**config.mk**
```make
export PLATFORM = sky130hd
export DESIGN_NAME = fifo_rd_stream_flat
export DESIGN_NICKNAME = d
export VERILOG_FILES = /design/src/rtl/fifo_rd_pkg.sv /design/src/rtl/fifo_rd_stream_if.sv /design/src/rtl/fifo_rd_skid.sv /design/src/rtl/fifo_rd_stream.sv /design/src/flat_wrapper.sv
export SDC_FILE = /design/constraint.sdc
export NUM_CORES = 1
export LEC_CHECK = 0
export BUFFER_PORTS_ARGS = -buffer_cell sky130_fd_sc_hd__buf_2
export CAP_MARGIN = 40
export CORE_MARGIN = 5
export CORE_UTILIZATION = 49
export CTS_CLUSTER_SIZE = 8
export DETAILED_ROUTE_END_ITERATION = 6
export PLACE_DENSITY = 0.74
export SETUP_SLACK_MARGIN = 0.4
export SYNTH_ARGS = -nofsm -noshare
export SYNTH_HDL_FRONTEND = slang
export SYNTH_SLANG_ARGS = --single-unit
```
**constraint.sdc**
```tcl
create_clock -name clk -period 1.4 [get_ports clk]
set_input_delay 0.14 -clock clk [delete_from_list [all_inputs] [get_ports clk]]
set_output_delay 0.14 -clock clk [all_outputs]
set_load 0.02 [all_outputs]
```
**src/rtl/fifo_rd_pkg.sv**
```systemverilog
// Shared types and constants for the FIFO read-side stream adapter.
// The local buffer is three entries deep, so its pointers wrap modulo 3.
package fifo_rd_pkg;

  localparam int FIFO_RD_DEPTH  = 3;
  localparam int DEFAULT_DATA_W = 4;

  typedef logic [1:0] occ_t;
  typedef logic [1:0] ptr_t;

  function automatic ptr_t ptr_inc(input ptr_t p);
    return (p == ptr_t'(FIFO_RD_DEPTH - 1)) ? ptr_t'(0) : p + ptr_t'(1);
  endfunction

endpackage

```
**src/rtl/fifo_rd_stream_if.sv**
```systemverilog
// FIFO read port plus valid/ready output stream, seen from the adapter (master)
// and from its environment (slave: the FIFO and the downstream consumer).
interface fifo_rd_stream_if
  import fifo_rd_pkg::*;
#(
  parameter int DATA_W = DEFAULT_DATA_W
);

  logic              buf_empty;
  logic              rd_en;
  logic [DATA_W-1:0] dout;
  logic              m_valid;
  logic [DATA_W-1:0] m_data;
  logic              m_ready;

  modport master (
    input  buf_empty, dout, m_ready,
    output rd_en, m_valid, m_data
  );

  modport slave (
    output buf_empty, dout, m_ready,
    input  rd_en, m_valid, m_data
  );

endinterface

```
**src/rtl/fifo_rd_skid.sv**
```systemverilog
// Three-entry register buffer with modulo-3 head/tail pointers.
// Push and pop may happen on the same edge; order is always preserved.
module fifo_rd_skid
  import fifo_rd_pkg::*;
#(
  parameter int DATA_W = DEFAULT_DATA_W
) (
  input  logic              clk,
  input  logic              rst,
  input  logic              push,
  input  logic [DATA_W-1:0] din,
  input  logic              pop,
  output logic [DATA_W-1:0] head,
  output occ_t              occ
);

  logic [DATA_W-1:0] mem [FIFO_RD_DEPTH];
  ptr_t              wr_ptr;
  ptr_t              rd_ptr;

  always_ff @(posedge clk) begin
    if (rst) begin
      // NOTE: the entries are cleared so the head reads zero after reset.
      for (int i = 0; i < FIFO_RD_DEPTH; i++) mem[i] <= '0;
      wr_ptr <= '0;
      rd_ptr <= '0;
      occ    <= '0;
    end else begin
      if (push) begin
        mem[wr_ptr] <= din;
        wr_ptr      <= ptr_inc(wr_ptr);
      end
      if (pop) rd_ptr <= ptr_inc(rd_ptr);
      case ({push, pop})
        2'b10:   occ <= occ + occ_t'(1);
        2'b01:   occ <= occ - occ_t'(1);
        default: occ <= occ;
      endcase
    end
  end

  assign head = mem[rd_ptr];

endmodule

```
**src/rtl/fifo_rd_stream.sv**
```systemverilog
// Drains a synchronous FIFO into a valid/ready stream at one word per cycle.
// rd_en is credit-based on registered state, so m_ready never reaches it.
module fifo_rd_stream
  import fifo_rd_pkg::*;
#(
  parameter int DATA_W = DEFAULT_DATA_W,
  parameter int CNT_W  = 8
) (
  input  logic              clk,
  input  logic              rst,
  fifo_rd_stream_if.master  bus,
  output occ_t              occ,
  output logic [CNT_W-1:0]  rd_cnt
);

  logic       inflight;
  logic       pop;
  logic [2:0] credit_used;

  // A word already requested from the FIFO holds a slot just like a buffered one.
  assign credit_used = {1'b0, occ} + {2'b00, inflight};
  assign bus.rd_en   = !rst && !bus.buf_empty && (credit_used < 3'(FIFO_RD_DEPTH));
  assign bus.m_valid = !rst && (occ != '0);
  assign pop         = bus.m_valid && bus.m_ready;

  fifo_rd_skid #(.DATA_W(DATA_W)) u_skid (
    .clk  (clk),
    .rst  (rst),
    .push (inflight),
    .din  (bus.dout),
    .pop  (pop),
    .head (bus.m_data),
    .occ  (occ)
  );

  always_ff @(posedge clk) begin
    if (rst) begin
      inflight <= 1'b0;
      rd_cnt   <= '0;
    end else begin
      // NOTE: non-blocking, so the pointers and counters all see pre-edge values.
      inflight <= bus.rd_en;
      if (pop) rd_cnt <= rd_cnt + CNT_W'(1);
    end
  end

endmodule

```
**src/flat_wrapper.sv**
```systemverilog
// flat-port wrapper written by rule: the top's interface ports become plain ports
module fifo_rd_stream_flat import fifo_rd_pkg::*;
#(
  parameter int DATA_W = DEFAULT_DATA_W,
  parameter int CNT_W  = 8
)
  (clk, rst, occ, rd_cnt, bus_buf_empty, bus_dout, bus_m_ready, bus_rd_en, bus_m_valid, bus_m_data);
  fifo_rd_stream_if #(.DATA_W(DATA_W)) bus_i ();
  input  logic clk;
  input  logic rst;
  output occ_t occ;
  output logic [CNT_W-1:0] rd_cnt;
  input wire logic [$bits(bus_i.buf_empty)-1:0] bus_buf_empty;
  input wire logic [$bits(bus_i.dout)-1:0] bus_dout;
  input wire logic [$bits(bus_i.m_ready)-1:0] bus_m_ready;
  output wire logic [$bits(bus_i.rd_en)-1:0] bus_rd_en;
  output wire logic [$bits(bus_i.m_valid)-1:0] bus_m_valid;
  output wire logic [$bits(bus_i.m_data)-1:0] bus_m_data;
  assign bus_i.buf_empty = bus_buf_empty;
  assign bus_i.dout = bus_dout;
  assign bus_i.m_ready = bus_m_ready;
  assign bus_rd_en = bus_i.rd_en;
  assign bus_m_valid = bus_i.m_valid;
  assign bus_m_data = bus_i.m_data;
  fifo_rd_stream #(.DATA_W(DATA_W), .CNT_W(CNT_W)) u_core (.clk(clk), .rst(rst), .bus(bus_i), .occ(occ), .rd_cnt(rd_cnt));
endmodule
```
* After elaboration in Yosys (flattened, before gate mapping) *
Memory sizes are Yosys's and may differ from the RTL's. A register that Yosys moved wholly into a read port is not among the register bits.
Index checks and enable logic that the tools add are counted.

operators by class
  add/sub/neg operators = 6
  magnitude comparators = 1
  eq/ne operators = 4
  mux-type cells = 13
  reduce and logical (&&, ||, !) cells = 9

operators with widths
  kind                                                         count
  two-way mux 2 bit                                            5
  adder 8 x 1 -> 8 bit (second input constant)                 1
  adder 2 x 1 -> 2 bit (second input constant)                 3
  == test 2 bit (second input constant)                        3
  two-way mux 1 bit                                            6
  logical AND 1 bit                                            4
  two-way mux 4 bit                                            1
  one-hot mux 2 bit (2 select lines)                           1
  nonzero test 2 bit                                           2
  OR reduction 4 bit                                           1
  adder 2 x 1 -> 3 bit                                         1
  less-than comparator 3 x 2 -> 1 bit (second input constant)  1
  == test 2 x 1 -> 1 bit (second input constant)               1
  zero test 1 bit                                              2
  subtractor 2 x 1 -> 2 bit (second input constant)            1

word-level totals
  bits in registers = 15
  memory bits (writable) = 12
  input bits = 8
  output and inout port bits = 16
  word-level logic and storage cells = 39
  memories = 1

memories
  name               depth  width  read ports  clocked after memory_dff  wr ports  RTL line            source
  u_core.u_skid.mem  3      4      1           1                         3         fifo_rd_skid.sv:17  logic [DATA_W-1:0] mem [FIFO_RD_DEPTH];

* Depth between registers and ports, before layout *
Gate-level depths: netlist (run 1).

  word-level depth = 5
  gate-level depth with buffers = 6
  mapped depth without buffers = 6

* Cells and area by module *
Synthesis (run 1) repeated with hierarchy kept, for this count alone.

unflattened totals
  cell total of the unflattened synthesis = 119
  area, all modules = 1447.6 sq um

modules (own cells, without submodules)
  module          times used  cells each  area each (sq um)
  fifo_rd_skid    1           73          994.7
  fifo_rd_stream  1           46          452.9

* Worst setup path after synthesis (run 1) *
OpenSTA, ideal clock, no wires.

  path type = reg-to-output
  from = register u_core.u_skid.occ[0]
  to = output port bus_rd_en
  data arrival time = 2.128 ns
  path slack = -0.868 ns
  cell stages (with the launch flop) = 4
  path buffers = 0
  path through = dfxtp_1 ha_1 ha_1 a2111oi_0

on the way
  word-level cells in the longest chain between the ends = 3

RTL lines
  element                              RTL line              source
  start, declared                      fifo_rd_skid.sv:14    output occ_t occ
  start signal, assigned               fifo_rd_skid.sv:35    2'b10: occ <= occ + occ_t'(1);
  start signal, assigned               fifo_rd_skid.sv:36    2'b01: occ <= occ - occ_t'(1);
  adder 2 x 1 -> 3 bit                 fifo_rd_stream.sv:21  assign credit_used = {1'b0, occ} + {2'b00, inflight};
  less-than comparator 3 x 2 -> 1 bit  fifo_rd_stream.sv:22  assign bus.rd_en = !rst && !bus.buf_empty && (credit_used < 3'(FIFO_RD_DEPTH));
  logical AND 1 bit                    fifo_rd_stream.sv:22
  end, declared                        flat_wrapper.sv:16    output wire logic [$bits(bus_i.rd_en)-1:0] bus_rd_en;

No other way between the ends.

* Worst setup path in the final report (run 1) *
  from = register u_core.u_skid.occ[0]
  to = register u_core.u_skid.occ[1]

on the way
  word-level cells in the longest chain between the ends = 5
  elaborated cells between the ends (all ways) = 9
  classes of those cells = add/sub: 2; eq/ne: 2; mux: 1; reduce/logical: 4

RTL lines
  element                                                                   RTL line              source
  nonzero test 2 bit                                                        fifo_rd_stream.sv:23  assign bus.m_valid = !rst && (occ != '0);
  logical AND 1 bit                                                         fifo_rd_stream.sv:23
  logical AND 1 bit                                                         fifo_rd_stream.sv:24  assign pop = bus.m_valid && bus.m_ready;
  == test 2 x 1 -> 1 bit or == test 2 bit (tied branches)                   fifo_rd_skid.sv:34    case ({push, pop})
  one-hot mux 2 bit (2 select lines) or nonzero test 2 bit (tied branches)  --

Parallel ways exist; a longest one is shown, timed or not.
A chain may end at the register's enable or synchronous reset.

==> results of run 1 <==
-- layout make-up --
type / count / area [um^2] / area share, %
clock buffer: 8 / 58.8 / 2.54
inverter: 4 / 25.0 / 1.08
multi-input combinational: 79 / 886 / 38.2
sequential: 33 / 861 / 37.1
tap: 31 / 38.8 / 1.67
timing repair buffer: 47 / 450 / 19.4
-- path summary, 6_finish.rpt --
| check | end | slack, ns | cells past startpoint |
|---|---|---|---|
| worst min register to register | u_core.rd_cnt[4] | 0.47 | 1 |
| worst max-delay path | u_core.u_skid.occ[1] | -0.35 | 8 |
| worst min-delay path | u_core.u_skid.mem[3][3] | 0.008 | 1 |
| worst max register to register | u_core.u_skid.occ[1] | -0.35 | 8 |
-- report_power, final --
group | switching, uW | total (uW) | internal (uW) | leakage, uW
Sequential | 45.8 | 1090 | 1050 | 0.000308
Combinational | 255 | 551 | 296 | 0.000542
Clock | 313 | 560 | 248 | 0.0000326
-- logic make-up after synthesis --
family	share of synthesized area [%]
compound gates	6.77
flops	56.2
simple gates	20.1
xor+xnor	1.20
buf+inv	1.63
mux	10.6
fa+ha+maj	3.43
-- critical path: cells and delay by family, from the launching register on --
family / cells / cell delay [ns]
and+or+nand+nor: 2 / 0.44
DFF: 1 / 0.37
AOI/OAI and AO/OA: 2 / 0.31
buffers and inverters: 2 / 0.24
adders and majority gates: 1 / 0.17
xor gates and xnor gates: 1 / 0.14
-- metal layers --
metal  share of wire [%]  GRT usage [%]  wire, um
met5                   0              0         0
met4                 2.5           9.76       104
met3                 5.3           4.84       223
met2                  55           34.8      2330
met1                  37           23.3      1550
-- cells in the final DEF, fill, tap and decap left out, types with 2 or more instances in the layout --
cell       count
dfxtp_2        5
nor2b_1        2
clkbuf_1       2
nor4_4         6
dfxtp_4        9
and2_4         3
buf_6         30
buf_4          9
and2_1         9
inv_6          2
ha_4           3
nand3_2        2
mux2_4         4
buf_2          7
a2111oi_4      2
clkbuf_4       5
mux4_2         4
edfxtp_1      16
a21oi_1        2
dfxtp_1        3
nand4_1        2
mux2i_1        2
o21ai_0        2
nor2_1         5
nand2b_1       3
nand2_1        4
or2_4          3
a21oi_2        4
-- sequential cells by signal, summed over array words and instances, names as in the netlist, named ones only --
signal                count
u_core.u_skid.occ         2
u_core.inflight           1
u_core.rd_cnt             8
u_core.u_skid.wr_ptr      2
u_core.u_skid.rd_ptr      2
u_core.u_skid.mem        16
-- what timing repair did --
action | in CTS | in global routing
pin swaps | 9 | 14
buffers inserted | 7 | 6
hold endpoints to repair | 1 | 0
gates resized for setup | 63 | 37
hold buffers | 1 | 0
endpoints found under the setup margin | 58 | 60
-- through the flow --
stage / power, uW / std cells / worst slack (ns) / util [%]
2_1_floorplan: 1290 / 118 / -0.0918 / -
3_3_place_gp: 1400 / 180 / -0.0701 / 62.4
3_5_place_dp: 1420 / 180 / -0.0974 / 62.4
4_1_cts: 2100 / 196 / -0.284 / 76.2
5_1_grt: 2300 / 202 / -0.409 / 82.7
6_report: 2200 / 202 / -0.348 / 82.7
==> qor.yml, run 1 <==
status: "finished with violations"
violations: "setup timing"
grt_start_max_net_pins: 19
layout_min_cycle_time_ns: 1.75
finalClockSkew_ns: 0.0151
hold_viol_final: 0
synth_ff_type: "dfxtp_1"
regToRegStartpoint: "u_core.u_skid.occ[0]"
min_period_over_period_pct: 125
grt_pass1_wl_mm: 6.07
cts_tree: "built"
io_pins: 24
crit_type: "reg2reg"
synth_top_area_share_pct: 32.9
cts.path.max_buffers: 2
postPlaceCellArea_mm2: 0.00175
crit_path_end_kind: "flop"
hpwl_mm: 2.18
avgSynthCellArea_um2: 12.4
drt-wirelength-per-cell_um: 20.9
seq_area_frac_synth_pct: 56.2
die_w_um: 64.6
grt_usage_pct: 20.1
synth_top_area_cell: "edfxtp_1"
worstSkewPairLatency_ns: 0.35
dieArea_mm2: 0.00417
cts_root_buffer: "clkbuf_4"
fillers: 133
io_buffers: 23
rsz0062_at_grt: "yes"
tns_ns: -2.87
antenna_found_initial: 0
worstPathMaxFanout: 3
drive_gt1_share_pct: 64.3
hold_ws_ns: 0.00830
min_from: "bus_dout[3]"
syn_nets: 130
mappedNetlistArea_mm2: 0.00146
clkTransAtPathRegs_ns: 0.11
worst_slack_ns: -0.348
n_antenna_cell: 0
crit_chain: "buf_4 > buf_6 > o21bai_4 > nor2_4 > ha_4 > xnor2_1 > or3_1 > a21oi_2"
syn_inst: 118
total_leakage_power_uw: 0.000882
htreeDepth: 2
vdd_ir_drop_max_v: 0.000589
synth_edf_count: 16
cpPeakStageDelay_ns: 0.37
syn_to_final_growth_pct: 58.9
min_path_type: "in2reg"
stdcell_area_mm2: 0.00232
routed_via_density: 5.78
first_pass_iters: 4
arrival_ns: 2.02
synthDistinctLibCells: 35
relSlewSlack_pct: 75.5
drt_wl_total_mm: 4.21
fmax_mhz: 572
cts.sinks: 33
dr.first_iter.drc_count: 77
yosysMostFrequentCell: "dfxtp_1"
synth_seq_cells: 33
synth_commonest_cells: "17 x dfxtp_1, 16 x edfxtp_1, 12 x and2_1"
nets: 182
core-area_mm2: 0.00281
drc_errors: 0
yosysWarnings: 0
num_vias: 1167
start_util_pct: 52.1
cts_inserted_buffers: 5
start_kind: "flop"
power_density_mw_per_mm2: 950
ant_nets: 0
setup_viol: 20
async_flop_share_pct: 0
startpoint: "u_core.u_skid.occ[0]"
synthTopCellsByArea: "edfxtp_1 33%, dfxtp_1 23%, mux4_2 6.2%, and2_1 5.1%, ha_1 3.4%"
worstMarginPinSlew_ns: 0.367
cpMaxStageDelayCell: "dfxtp_4"
die_h_um: 64.6
cap_violations: 0
grt_pass1_vias: 1171
rows: 19
place.gp.congestion: 0.721
overflow: 0
drv_slew: 0
cp.required_ns: 1.67
(Power assumes the default switching activity.)
==> run 2: changes to the inputs <==
--- a/config.mk
+++ b/config.mk
@@ -15,4 +15,5 @@
 export SETUP_SLACK_MARGIN = 0.4
 export SYNTH_ARGS = -nofsm -noshare
 export SYNTH_HDL_FRONTEND = slang
+export SYNTH_HIERARCHICAL = 1
 export SYNTH_SLANG_ARGS = --single-unit
==> run 2 against run 1 <==
Compared with the run above:
- clock-buffer cell count fell by 3
- routed wire length decreased by 10%
- the run still ends with setup timing left
- synthesized cell count rose by 0.85%
- core utilization fell by 1.4 points
- critical path depth shrank 4
- combinational power barely moved
- non-clock buffer count unchanged
- die area is 0.73% lower
- cell count unchanged
- first-iteration DRC count is 69% lower
- sequential power barely moved
- clock skew fell by 0.0018 ns
==> qor.yml, run 2 <==
top_regs: "u_core/u_skid/mem x16, u_core/rd_cnt x8"
synthDistinctLibCells: 30  # -14%
cp.required_ns: 1.26  # -0.41 ns
seq_area_frac_synth_pct: 56.7  # +0.49 points
synth_edf_count: 16  # unchanged
start_kind: "flop"
drc_errors: 0  # unchanged
cts_tree: "built"
grt_pass1_vias: 1191  # +1.7%
core-area_mm2: 0.00281  # unchanged
synthXorXnorAreaFrac_pct: 4.84  # +3.6 points
postPlaceCellArea_mm2: 0.00176  # +0.71%
avgSynthCellArea_um2: 12.2  # -1.7%
worst_slack_ns: -0.301  # +0.0468 ns
synth_seq_cells: 33  # unchanged
min_period_over_period_pct: 122  # -3.3 points
worstPathMaxFanout: 2  # -1
layout_min_cycle_time_ns: 1.70  # -0.0468 ns
hpwl_mm: 2.11  # -3.4%
muxShareOfSynthArea_pct: 7.61  # -3.0 points
seqCellArea_um2: 861  # unchanged
cts.sinks: 33  # unchanged
worstMarginPinSlew_ns: 0.248  # -0.120 ns
vdd_ir_drop_max_v: 0.000777  # +32%
drv_slew: 0  # unchanged
fmax_mhz: 588  # +2.8%
power_density_mw_per_mm2: 944  # -0.64%
setup_viol: 17  # -15%
io_pins: 24  # unchanged
synth_compound_area_share_pct: 4.32  # -2.4 points
dp_cells: 176  # -2.2%
min_path_type: "in2reg"
finalPower_uw: 2150  # -2.3%
antenna_found_initial: 0  # unchanged
synth_commonest_cells: "17 x dfxtp_1, 16 x edfxtp_1, 14 x nor2_1"
grt_usage_pct: 18.3  # -1.8 points
status: "finished with violations"
cap_violations: 0  # unchanged
io_buffers: 23  # unchanged
stdcell_area_mm2: 0.00228  # -1.7%
hold_ws_ns: 0.0244  # +0.0161 ns
relSlewSlack_pct: 83.4  # +7.9 points
finalClockSkew_ns: 0.0133  # -0.00180 ns
yosysMostFrequentCell: "dfxtp_1"
place_ws_ns: 0.000671  # +0.0981 ns
overflow: 0  # unchanged
dieArea_mm2: 0.00414  # -0.73%
worstSkewPairLatency_ns: 0.34  # about the same
synth_simple_gate_area_share_pct: 21.6  # +1.5 points
layout.cells.non_filler: 202  # unchanged
cts_root_buffer: "clkbuf_4"
place.gp.congestion: 0.757  # +5.0%
hold_viol_final: 0  # unchanged
die_w_um: 64.4  # -0.36%
largest_reg_flops: 16  # unchanged
rsz0062_at_grt: "yes"
drt_wl_total_mm: 3.79  # -10%
drt-wirelength-per-cell_um: 18.8  # -10%
multi_input_area_um2: 887  # +0.14%
crit_path_end_kind: "primary output"
htreeDepth: 2  # unchanged
syn_to_final_growth_pct: 57.6
async_flop_share_pct: 0  # unchanged
synth_ff_type: "dfxtp_1"
crit_type: "reg2out"
r2r_setup_slack_ns: -0.21  # +0.14 ns
routed_via_density: 5.38  # -6.9%
cts.path.max_buffers: 2  # unchanged
ant_nets: 0  # unchanged
fillers: 144  # +8.3%
final_common_cell: "buf_6"
arrival_ns: 1.56  # -0.46 ns
first_pass_iters: 4  # unchanged
clkTransAtPathRegs_ns: 0.11  # about the same
n_antenna_cell: 0  # unchanged
synth_top_area_cell: "edfxtp_1"
drive_gt1_share_pct: 63.2  # -1.2 points
synth_top_area_share_pct: 33.2  # +0.28 points
mostFrequentLayoutCells: "21 x buf_6, 16 x buf_4, 16 x edfxtp_1"
rows: 19  # unchanged
die_h_um: 64.4  # -0.36%
synthAdderAreaFrac_pct: 3.46  # +0.030 points
nets: 182  # unchanged
syn_inst: 119  # +0.85%
mappedNetlistArea_mm2: 0.00145  # -0.86%
num_vias: 1086  # -6.9%
synthTopCellsByArea: "edfxtp_1 33%, dfxtp_1 24%, mux4_2 6.2%, and2_1 5.2%, xnor2_1 4.2%"
grt_pass1_wl_mm: 5.68  # -6.4%
cts_inserted_buffers: 5  # unchanged
synth_top_family_by_area: "simple AND/OR/NAND/NOR gates"
start_util_pct: 51.6  # -0.45 points
yosysWarnings: 6  # +6
grt_start_max_net_pins: 14  # -5
dr.first_iter.drc_count: 24  # -69%
largest_register: "u_core/u_skid/mem"
violations: "setup timing"
total_leakage_power_uw: 0.000890  # +0.92%
syn_nets: 131  # +0.77%
-- run 2: cell types whose count changed after synthesis, moves of 2 or more --
cell	change
nand2b_1	+2
or2_2	-3
mux2_2	-4
xnor2_1	+6
nor2_1	+8
nor4_1	-6
o21bai_1	+2
a21oi_1	-2
nor3_1	+3
nand4_1	-2
-- run 2: cell families (layout without fill, tap and decap cells) --
group                      count (synthesis)  count (layout)
AOI/OAI and AO/OA                         10              10
muxes                                      6               6
and+or+nand+nor                           53              53
DFF                                       33              33
buffers and inverters                      5              57
adders and majority gates                  4               4
xor gates and xnor gates                   8               8
-- run 2: routing by layer --
layer  GRT usage [%]  share of wire [%]  up-vias
met1            20.2                 38      523
met5               0                  0        -
met4            12.9                4.0        0
met3            3.85                2.7       13
li1                -                  -      526
met2            31.2                 55       24
-- run 2: area by class of cell --
type | instances | area share [%]
multi-input combinational | 81 | 38.9
clock buffer | 5 | 1.65
timing repair buffer | 47 | 18.9
sequential | 33 | 37.7
tap | 31 | 1.70
clock inverter | 3 | 0.768
inverter | 2 | 0.329
-- run 2: power breakdown --
group / switching, uW / leakage, uW / internal (uW)
Combinational: 250 / 0.000551 / 298
Clock: 326 / 0.0000310 / 189
Sequential: 45.5 / 0.000308 / 1040
Total: 622 / 0.000890 / 1530
-- run 2: through the flow --
stage / setup TNS, ns / util [%]
after CTS: -1.15 / 74.4
after global routing: -2.82 / 81.3
after detailed placement: 0 / 62.9
after floorplan: -0.0182 / -
after global placement: 0 / 62.9
final: -1.56 / 81.3
-- run 2: timing repair --
action / CTS / global route
cloned: 0 / 0
hold endpoints to repair: 2 / 0
resized for setup: 53 / 27
pin swaps: 20 / 17
endpoints found under the setup margin: 58 / 61
hold buffers: 2 / 0
setup buffers: 7 / 9
-- run 2: final timing paths --
path / start / endpoint / cells past startpoint
worst min-delay path: bus_dout[3] / u_core/u_skid/mem[3][3] / 1
worst max-delay path: u_core/inflight / bus_rd_en / 4
worst min register to register: u_core/rd_cnt[7] / u_core/rd_cnt[7] / 1
worst max register to register: u_core/u_skid/occ[0] / u_core/u_skid/occ[1] / 8
-- run 2: critical path, stage by stage (launching register included) --
cell and delay [ns]:
dfxtp_4 0.37, ha_4 0.17, ha_4 0.22, a2111oi_4 0.27, buf_4 0.19
